`config.mk`:
```
export PLATFORM = sky130hd
export DESIGN_NAME = fixed_latency_valid_tracker
export DESIGN_NICKNAME = d
export VERILOG_FILES = /design/src/rtl/fixed_latency_valid_tracker.sv
export SDC_FILE = /design/constraint.sdc
export NUM_CORES = 1
export LEC_CHECK = 0
export ABC_AREA = 1
export BUFFER_PORTS_ARGS = -buffer_cell sky130_fd_sc_hd__buf_2
export CAP_MARGIN = 20
export CORE_ASPECT_RATIO = 0.9
export CORE_MARGIN = 10
export CORE_UTILIZATION = 45
export DETAILED_ROUTE_END_ITERATION = 16
export PLACE_DENSITY_LB_ADDON = 0.1
export SLEW_MARGIN = 25
export SYNTH_ARGS = -nofsm -noshare
export SYNTH_HDL_FRONTEND = slang
export SYNTH_SLANG_ARGS = --single-unit
```
`constraint.sdc`:
```
create_clock -name clk -period 3.46 [get_ports clk]
set_input_delay 0 -clock clk [delete_from_list [all_inputs] [get_ports clk]]
set_output_delay 0 -clock clk [all_outputs]
set_load 0.02 [all_outputs]
```
`src/rtl/fixed_latency_valid_tracker.sv`:
```
// Valid/credit tracker for a fixed-latency, non-stallable datapath: follows tokens in flight,
// captures results into an output FIFO and gates new launches so that FIFO can never overflow.

module fixed_latency_valid_tracker_chk #(
    parameter int LATENCY = 7,
    parameter int DEPTH   = 8,
    parameter int CW      = 4
) (
    input logic               clk,
    input logic               rst,
    input logic               launch,
    input logic               push,
    input logic               pop,
    input logic [LATENCY-1:0] vsr,
    input logic [CW-1:0]      credits,
    input logic [CW-1:0]      count
);
    int inflight_s;

    // population count of the valid shift register
    always_comb begin
        inflight_s = 32'sd0;
        for (int i = 0; i < LATENCY; i++) begin
            inflight_s = inflight_s + int'(vsr[i]);
        end
    end

    a_credit_balance: assert property (@(posedge clk) disable iff (rst)
        (int'(credits) + inflight_s + int'(count)) == DEPTH);
    a_no_credit_overflow: assert property (@(posedge clk) disable iff (rst)
        !(pop && !launch && (int'(credits) == DEPTH)));
    a_no_credit_underflow: assert property (@(posedge clk) disable iff (rst)
        !(launch && (credits == {CW{1'b0}})));
    a_no_push_full: assert property (@(posedge clk) disable iff (rst)
        !(push && !pop && (int'(count) == DEPTH)));
    a_no_pop_empty: assert property (@(posedge clk) disable iff (rst)
        !(pop && (count == {CW{1'b0}})));
endmodule

module fixed_latency_valid_tracker #(
    parameter int LATENCY = 7,
    parameter int DATA_W  = 32,
    parameter int DEPTH   = 8
) (
    input  logic                       clk,
    input  logic                       rst,
    input  logic                       in_valid,
    output logic                       in_ready,
    output logic                       dp_launch,
    input  logic [DATA_W-1:0]          dp_result,
    output logic                       out_valid,
    input  logic                       out_ready,
    output logic [DATA_W-1:0]          out_data,
    output logic [$clog2(DEPTH+1)-1:0] credits
);
    localparam int CW = $clog2(DEPTH + 1);
    localparam int PW = (DEPTH > 1) ? $clog2(DEPTH) : 1;
    localparam logic [CW-1:0] ALL_CREDITS = CW'(DEPTH);
    localparam logic [PW-1:0] LAST_SLOT   = PW'(DEPTH - 1);

    logic [LATENCY-1:0] vsr_r;
    logic [DATA_W-1:0]  mem_r [DEPTH];
    logic [PW-1:0]      wr_ptr_r;
    logic [PW-1:0]      rd_ptr_r;
    logic [CW-1:0]      count_r;
    logic [CW-1:0]      credits_r;
    logic               launch_s;
    logic               push_s;
    logic               pop_s;

    function automatic logic [PW-1:0] ptr_inc(input logic [PW-1:0] p);
        ptr_inc = (p == LAST_SLOT) ? {PW{1'b0}} : (p + PW'(1));
    endfunction

    // handshake decode; in_ready depends only on the credit register
    always_comb begin
        launch_s = in_valid & in_ready & ~rst;
        push_s   = vsr_r[LATENCY-1];
        pop_s    = out_valid & out_ready;
    end

    assign in_ready  = (credits_r != {CW{1'b0}});
    assign out_valid = (count_r != {CW{1'b0}});
    assign out_data  = mem_r[rd_ptr_r];
    assign dp_launch = launch_s;
    assign credits   = credits_r;

    // token tracking, FIFO pointers/count and credit bookkeeping
    always_ff @(posedge clk) begin
        if (rst) begin
            vsr_r     <= {LATENCY{1'b0}};
            wr_ptr_r  <= {PW{1'b0}};
            rd_ptr_r  <= {PW{1'b0}};
            count_r   <= {CW{1'b0}};
            credits_r <= ALL_CREDITS;
        end else begin
            vsr_r <= (vsr_r << 1'b1) | LATENCY'(launch_s);
            if (push_s) begin
                wr_ptr_r <= ptr_inc(wr_ptr_r);
            end
            if (pop_s) begin
                rd_ptr_r <= ptr_inc(rd_ptr_r);
            end
            case ({launch_s, pop_s})
                2'b10:   credits_r <= credits_r - CW'(1);
                2'b01:   credits_r <= credits_r + CW'(1);
                default: credits_r <= credits_r;
            endcase
            case ({push_s, pop_s})
                2'b10:   count_r <= count_r + CW'(1);
                2'b01:   count_r <= count_r - CW'(1);
                default: count_r <= count_r;
            endcase
        end
    end

    // result storage; contents are don't-care after reset
    always_ff @(posedge clk) begin
        if (push_s && !rst) begin
            mem_r[wr_ptr_r] <= dp_result;
        end
    end

    fixed_latency_valid_tracker_chk #(
        .LATENCY (LATENCY),
        .DEPTH   (DEPTH),
        .CW      (CW)
    ) u_chk (
        .clk     (clk),
        .rst     (rst),
        .launch  (launch_s),
        .push    (push_s),
        .pop     (pop_s),
        .vsr     (vsr_r),
        .credits (credits_r),
        .count   (count_r)
    );
endmodule

```
==> results of run 1 <==
## power groups by stage
stage | combinational [mW] | sequential (mW) | clock [mW]
floorplan | 2.14 | 3.92 | 0
global placement | 2.91 | 4.00 | 0
detailed placement | 2.92 | 4.00 | 0
CTS | 2.96 | 3.93 | 3.34
global route | 3.27 | 3.95 | 3.50
finish | 2.89 | 3.93 | 3.28
## per-stage QoR
stage / power [mW] / util
floorplan: 6.06 / -
global placement: 6.91 / 0.488
detailed placement: 6.92 / 0.488
CTS: 10.2 / 0.544
global route: 10.7 / 0.544
finish: 10.1 / 0.544
## flip-flops by register name, indices dropped and copies added (netlist names), named ones only
name / flops
vsr_r: 7
rd_ptr_r: 3
mem_r: 256
credits: 4
count_r: 4
wr_ptr_r: 3
## cell usage in the layout, fill, tap and decap left out
master / synthesis / routed
o21ai_0: 117 / 117
inv_2: 0 / 1
ha_1: 10 / 10
dfxtp_4: 0 / 2
mux2i_1: 32 / 32
clkinvlp_4: 0 / 2
clkbuf_16: 0 / 29
nor4_1: 1 / 1
o22ai_1: 32 / 32
inv_1: 26 / 25
nand2_1: 114 / 114
dlygate4sd3_1: 0 / 35
diode_2: 0 / 1
nand3b_1: 1 / 1
xnor2_1: 1 / 1
o21ai_1: 23 / 23
buf_12: 2 / 7
nor2_4: 0 / 8
nand3_1: 5 / 5
a21oi_1: 9 / 9
clkbuf_1: 17 / 3
clkinv_2: 0 / 6
edfxtp_1: 256 / 256
buf_4: 8 / 9
xor2_1: 3 / 3
bufinv_16: 0 / 7
nor3_1: 1 / 1
buf_2: 8 / 74
and2_1: 1 / 1
clkinv_1: 0 / 6
fa_1: 1 / 1
o211a_1: 1 / 1
dfxtp_1: 24 / 22
nor2_1: 162 / 154
## routing by layer
| layer | global-route usage | vias up | share of wire |
|---|---|---|---|
| li1 | - | 3324 | - |
| met3 | 0.0274 | 31 | 0.055 |
| met2 | 0.239 | 140 | 0.46 |
| met4 | 0.0328 | 0 | 0.016 |
| met5 | 0 | - | 0 |
| met1 | 0.207 | 3191 | 0.47 |
## repair_timing
action,CTS,global route
endpoints found under the setup margin,0,0
hold buffers,35,0
endpoints found under the hold margin,271,0
## worst min-delay path by stage
stage | startpoint | to | slack, ps | depth (start not counted)
after detailed placement | in_valid | vsr_r[0] | 270 | 3
after global placement | dp_result[9] | mem_r[7][9] | 280 | 1
after CTS | dp_result[9] | mem_r[0][9] | 260 | 2
after floorplan | dp_result[0] | mem_r[0][0] | 100 | 0
final | in_valid | vsr_r[0] | 270 | 4
after global routing | dp_result[9] | mem_r[1][9] | 290 | 2
## final cells by class
| type | count | area, um2 | area share |
|---|---|---|---|
| diodes | 1 | 2.50 | 0.000189 |
| multi-input cells | 514 | 2600 | 0.197 |
| flip-flops and latches | 280 | 8180 | 0.619 |
| repair buffers | 125 | 928 | 0.0703 |
| inverters | 26 | 97.6 | 0.00739 |
| clock buffers | 32 | 737 | 0.0558 |
| well taps | 308 | 385 | 0.0292 |
| clock inverters | 21 | 278 | 0.0210 |
## cells by family (layout without fill, tap and decap cells)
logic type      count (synthesis)  after routing
other cells                     0              1
mux                            32             32
buf+inv                        73            204
compound gates                182            182
flops                         280            280
xor+xnor                        4              4
fa+ha+maj                      11             11
simple gates                  285            285
## worst reg2reg max path, stage by stage, from the launching register on
cell and delay, ps:
dfxtp_1 360, nor4_1 470, nor2_1 100, inv_1 80, ha_1 170, inv_1 90, ha_1 330, a21oi_1 140
nand2_1 70, and2_1 130, o21ai_0 140, nand3_1 80
==> reports/metrics.cfg, run 1 <==
[synthesis]
yosysSeqAreaShare=0.737
synth_compound_area_frac=0.0862
synthFlopType=edfxtp_1
yosysMostFrequentCell=edfxtp_1
ys_top_cells_by_area=edfxtp_1 69%, nor2_1 5.5%, o21ai_0 5.3%
synthAdderAreaFrac=0.0131
synth_mux_area_frac=0.0289
synth_fp_nets=914
syn_inst=867
ys_types=28
synthArstFlopShare=0
yosysWarnings=0
synthXorXnorAreaFrac=0.00316
synth_area_um2=11100
synth_edf_count=256
synth_top_family_by_area=simple AND/OR/NAND/NOR gates
synth.avg_cell_area_um2=12.8
synth_top_area_cell=edfxtp_1
synth-simple-area-share=0.0979
yosys-top-cells-count=256 x edfxtp_1, 162 x nor2_1, 117 x o21ai_0, 114 x nand2_1
ys_ff_latch=280
synth_top_area_frac=0.693

[power]
power_switching_mw=3.31
comb_power_share=0.286
peakVddDrop_v=0.000658
power_frac_seq=0.389
power.internal_mw=6.79
leakage_nw=4.70
clkPwrFrac=0.325
swShare=0.328
p_per_area_nw_per_um2=765

[cts]
worstSkewPairLatency_ps=530
cts_num_sinks=280
ctsResizeCount=0
clk_pin_slew_ps=60
cts_tree=done
cts_inserted_buffers=29
cts_root_buf=clkbuf_16
postCtsSetupBuffers=0
cts_buffer_depth=3
cts.htree.levels=1

[critical_path]
worstSetupEndpointType=output pin
reg2reg_slack_ps=1180
rr_worst_depth=11
critPathMaxStageDelay_ps=730
cp.arrival_ps=2360
required_ps=3460
crit_type=reg2out
r2r_start=credits[0]
crit_path_max_fanout=55
crit_slowest_cell=dfxtp_4
cp-start-kind=register
worst-path-buf-inv=2
cp_top_family=flip-flops
reg2reg_to=credits[3]
cp.depth=6
crit_path_cell_trace=buf_4, o21ai_0, o21ai_0, nand2_1, nand2_1, buf_2
crit_end=out_data[30]

[global_route]
grt_pass1_wl_um=37000
grt_pass1_vias=6789
grtUsageTotal=0.149
grt_overflow_total=0
grt_max_degree=129
antenna_found_initial=1

[die]
die_w_um=185
num_rows=54
placeableCoreArea_um2=24300
ioPinCount=75
die_height_um=169
start_util=0.457
dieArea_um2=31300

[sta]
setup_slack_ps=1100
hold_slack_ps=275
fmax_mhz=423
fin_setup_tns_ps=0
finalCritPeriodShare=0.683
tightest_slew_ps=721
slew_headroom=0.519
drv_slew=0
finalCriticalPeriod_ps=2360
hold_viol_final=0
setup_viol=0
rsz0062_at_grt=no
fin_worst_skew_ps=8.60

[status]
status=finished, final reports clean

[routing]
ant_nets=0
dr.pass1.iters=4
drc_errors=0
post_drt_wl_per_cell_um=17.9
wl_um=23400
drt-initial-drc-count=521
vias=6686
viasPerCell=5.12

[cells_and_area]
fill_cells=2037
nets=1023
area_delta_synth_final_pct=19.1
design_area_um2=13200
drive_gt1_frac=0.145
final-instance-count-excl-fill=1307

[min_path]
min_path_type=in2reg

[placed_design]
gp_congestion=0.775
place_ws_ps=1160
io_buffers=74
placed_cell_area_um2=11800
dp_hpwl_um=12900
placedCellCount=1218

[flow_run]
maxCapViolations=0

Power figures use the tool's default switching activity.
==> inputs of run 2 (changes only) <==
Clock period 3.46 ns to 2 ns, I/O delays scaled along.
==> run 2 against run 1 <==
Against the previous run:
- via count up 2.6%
- hold slack lost 17 ps
- flip-flop and latch count unchanged
- sequential power increased by 72%
- clock skew increased by 13 ps
- setup slack worse by 1100 ps
- critical endpoint is now out_data[16]
- largest cell class unchanged
- largest power group unchanged
==> reports/metrics.cfg, run 2 (synthesized netlist as in run 1, its figures left out) <==
[status]
status=finished, final reports clean

[cells_and_area]
nets=1058
top_register=mem_r
area_delta_synth_final_pct=25.6
design_area_um2=13900
post-route-util=0.574
final_common_cell=edfxtp_1
final_cell_mix=256 x edfxtp_1, 151 x nor2_1, 108 x nand2_1
fill_cells=1954
reg_top3=mem_r x256, vsr_r x7
largest_reg_flops=256
drive_gt1_frac=0.201

[critical_path]
required_ps=2000
crit_path_cell_trace=inv_4, clkbuf_16, o21ai_0, o21ai_1, nand2_1, nand2_1, buf_2
reg2reg_slack_ps=50
crit_type=reg2out
cp.depth=7
crit_slowest_cell=dfxtp_4
crit_end=out_data[16]
cpMostUsedCell=nand2_1
cp.arrival_ps=1980
worst-path-buf-inv=3
r2r_start=credits[0]
critPathMaxStageDelay_ps=510
reg2reg_to=credits[3]
cp_top_family=flip-flops
cp-start-kind=register
worstSetupEndpointType=output pin
crit_path_max_fanout=36
rr_worst_depth=11

[die]
die_w_um=185
die_height_um=169
ioPinCount=75
placeableCoreArea_um2=24300
start_util=0.457
num_rows=54
dieArea_um2=31300

[global_route]
grt_max_degree=74
grtUsageTotal=0.150
grt_pass1_vias=6730
antenna_found_initial=1
grt_overflow_total=0
grt_pass1_wl_um=37400

[sta]
hold_viol_final=0
setup_slack_ps=19.6
rsz0062_at_grt=yes
finalCriticalPeriod_ps=1980
tightest_slew_ps=397
finalCritPeriodShare=0.990
drv_slew=0
slew_headroom=0.735
fin_setup_tns_ps=0
fmax_mhz=505
setup_viol=0
fin_worst_skew_ps=21.5

[min_path]
hold_depth=2
min_path_type=in2reg

[cts]
worstSkewPairLatency_ps=550
cts_tree=done
cts.htree.levels=1
cts_root_buf=clkbuf_16
cts_num_sinks=280
clk_pin_slew_ps=60
cts_inserted_buffers=29
cts_buffer_depth=3

[flow_run]
maxCapViolations=0

[routing]
wl_um=25300
ant_nets=0
vias=6863
drc_errors=0
drt-initial-drc-count=531
post_drt_wl_per_cell_um=18.8
dr.pass1.iters=5
viasPerCell=5.11

[power]
finalPower_mw=19.0
p_per_area_nw_per_um2=1370
peakVddDrop_v=0.000879
leakage_nw=5.01

[placed_design]
dp_hpwl_um=13200
gp_congestion=0.779
io_buffers=74
placed_cell_area_um2=12100
place_ws_ps=-12.6

==> run 2: timing repair <==
action                                  CTS  global route
hold buffers                             36             0
pin swaps                                 1             9
endpoints found under the setup margin   33            35
gates resized for setup                   6            83
setup buffers                             3             6
cloned                                    0             7
hold endpoints to repair                280             0
==> run 2: final cells by class <==
cell class	count	area, um2	share of cell area
clock buffers	30	729	0.0524
clock inverters	24	332	0.0238
multi-input cells	514	2680	0.192
inverters	26	100	0.00719
well taps	308	385	0.0277
diodes	1	2.50	0.000180
repair buffers	160	1520	0.109
flip-flops and latches	280	8180	0.587
==> run 2: report_power, final <==
group	total [mW]	switching (mW)	internal (mW)	leakage [nW]
Sequential	6.77	0.235	6.54	2.50
Combinational	6.34	3.80	2.54	2.00
Clock	5.90	2.22	3.68	0.517
==> run 2: per-stage QoR <==
stage | hold WS, ps | std cells
finish | 257 | 1343
global route | 264 | 1342
CTS | 235 | 1329
detailed placement | 273 | 1236
global placement | 272 | 1236
floorplan | 98.9 | 867
==> run 2: worst reg2reg max path: cells and delay by family (launching register included) <==
kind	cells	cell delay, ps
compound gates	2	230
fa+ha+maj	2	430
buf+inv	2	130
flops	1	370
simple gates	5	670
==> run 2: routing by layer <==
metal	track usage	wire length, um
met2	0.244	11700
met5	0	0
met3	0.0327	1410
met1	0.202	11800
met4	0.0339	415
==> run 2: worst min-delay path by stage <==
| stage | startpoint | to | slack, ps |
|---|---|---|---|
| after floorplan | dp_result[0] | mem_r[0][0] | 100 |
| after global placement | dp_result[23] | mem_r[3][23] | 270 |
| after detailed placement | dp_result[23] | mem_r[2][23] | 270 |
| after CTS | dp_result[6] | mem_r[5][6] | 230 |
| after global routing | dp_result[18] | mem_r[3][18] | 260 |
| final | dp_result[20] | mem_r[3][20] | 260 |
==> inputs of run 3 (changes only) <==
Settings changed: CORE_ASPECT_RATIO 0.9 to not set, REMOVE_ABC_BUFFERS set to 1.
==> run 3 against run 2 <==
Against the previous run:
- flip-flop and latch count unchanged
- maximum frequency increased by 1.1%
- global-route usage decreased by 0.075 points
- sequential share of layout area decreased by 0.87 points
- utilization increased by 0.70 points
- sequential power decreased by 0.9%
- clock power decreased by 3%
- hold slack improved by 4.5 ps
- final area increased by 1.5%
- combinational power increased by 9.9%
- non-clock buffer count increased by 20
- largest power group is now combinational logic
==> reports/metrics.cfg, run 3 (synthesized netlist as in run 1, its figures left out) <==
[cells_and_area]
post-route-util=0.581
diodes=0
design_area_um2=14100
area_delta_synth_final_pct=27.5
nets=1078
largest_reg_flops=256
final_cell_mix=256 x edfxtp_1, 151 x nor2_1, 107 x o21ai_0
fill_cells=1973
reg_top3=mem_r x256, vsr_r x7
final_common_cell=edfxtp_1
final-instance-count-excl-fill=1377
top_register=mem_r
drive_gt1_frac=0.215

[cts]
cts_inserted_buffers=29
cts_buffer_depth=3
cts.htree.levels=1
clk_pin_slew_ps=60
cts_num_sinks=280
cts_root_buf=clkbuf_16
cts_tree=done
worstSkewPairLatency_ps=540

[global_route]
grtUsageTotal=0.150
antenna_found_initial=0
grt_max_degree=65
grt_pass1_wl_um=37500
grt_pass1_vias=6914
grt_overflow_total=0

[die]
placeableCoreArea_um2=24300
num_rows=57
die_w_um=177
die_height_um=177
dieArea_um2=31300
ioPinCount=75
start_util=0.456

[critical_path]
crit_type=reg2out
reg2reg_to=credits[2]
worstSetupEndpointType=output pin
r2r_start=credits[3]
cp-start-kind=register
cp.arrival_ps=1960
rr_worst_depth=10
reg2reg_slack_ps=90
required_ps=2000
crit_path_max_fanout=13

[min_path]
worstHoldStart=dp_result[26]
whs_endpoint=mem_r[0][26]
min_path_type=in2reg
hold_depth=2

[routing]
dr.pass1.iters=4
viasPerCell=5.13
drc_errors=0
ant_nets=0
wl_um=26400
post_drt_wl_per_cell_um=19.1
vias=7065
drt-initial-drc-count=409

[sta]
rsz0062_at_grt=yes
fmax_mhz=510
drv_slew=0
setup_slack_ps=40.9
tightest_slew_ps=386
hold_viol_final=0
finalCritPeriodShare=0.980
finalCriticalPeriod_ps=1960
fin_setup_tns_ps=0
fin_worst_skew_ps=8.38
hold_slack_ps=262
slew_headroom=0.742
setup_viol=0

[flow_run]
maxCapViolations=0

[placed_design]
io_buffers=74
dp_hpwl_um=13400
place_ws_ps=-58.3
gp_congestion=0.743
placed_cell_area_um2=12100
placedCellCount=1261

[power]
finalPower_mw=19.4
leakage_nw=5.13
p_per_area_nw_per_um2=1370
peakVddDrop_v=0.000783

[status]
status=finished, final reports clean

run 3: changes by cell type in the layout (fill, tap and decap cells not counted), sizes merged:
cell	change
buf	+14
bufinv	-1
clkbuf	+6
clkinv	+1
clkinvlp	-1
diode	-1
run 3: layer usage:
layer / track usage / up-vias / wire length [um] / share of wire
met1: 0.198 / 3463 / 12200 / 0.46
met4: 0.0368 / 0 / 452 / 0.017
met2: 0.250 / 137 / 12500 / 0.47
met5: 0 / - / 0 / 0
li1: - / 3431 / - / -
met3: 0.0271 / 34 / 1210 / 0.046
run 3: what timing repair did:
action	CTS	global route
setup buffers	3	12
cloned	0	12
pin swaps	0	7
hold buffers	36	0
endpoints found under the setup margin	34	37
endpoints found under the hold margin	280	0
resized for setup	6	70
run 3: how the worst max path moves through the flow:
stage	startpoint	endpoint	slack [ps]	cells after the start
4_1_cts	credits[0]	credits[3]	-10	11
6_report	register	out_data[30]	40	8
3_3_place_gp	credits[0]	credits[3]	-40	11
3_5_place_dp	credits[0]	credits[3]	-60	11
5_1_grt	count_r[1]	count_r[2]	-40	13
2_1_floorplan	register	out_data[13]	-3270	5
run 3: power breakdown:
part	leakage (nW)	switching, mW	internal (mW)	total, mW
clock network	0.499	2.20	3.54	5.74
logic	2.13	4.03	2.94	6.97
registers	2.50	0.172	6.54	6.71
total	5.13	6.40	13.0	19.4
run 3: cell type report:
type                            count  area [um2]  share of cell area
Tap cell                          324         405              0.0287
Sequential cell                   280        8180               0.579
Clock buffer                       30         729              0.0516
Inverter                           26         100             0.00708
Clock inverter                     23         292              0.0206
Timing Repair Buffer              180        1750               0.124
Multi-Input combinational cell    514        2680               0.190
run 3: worst max-delay path, stage by stage, from the launching register on:
cell     delay [ps]
dfxtp_4         420
buf_6           130
buf_6           120
buf_8           170
o21ai_0         110
o22ai_1         150
nand2_1          70
nand2_1          70
buf_2           160
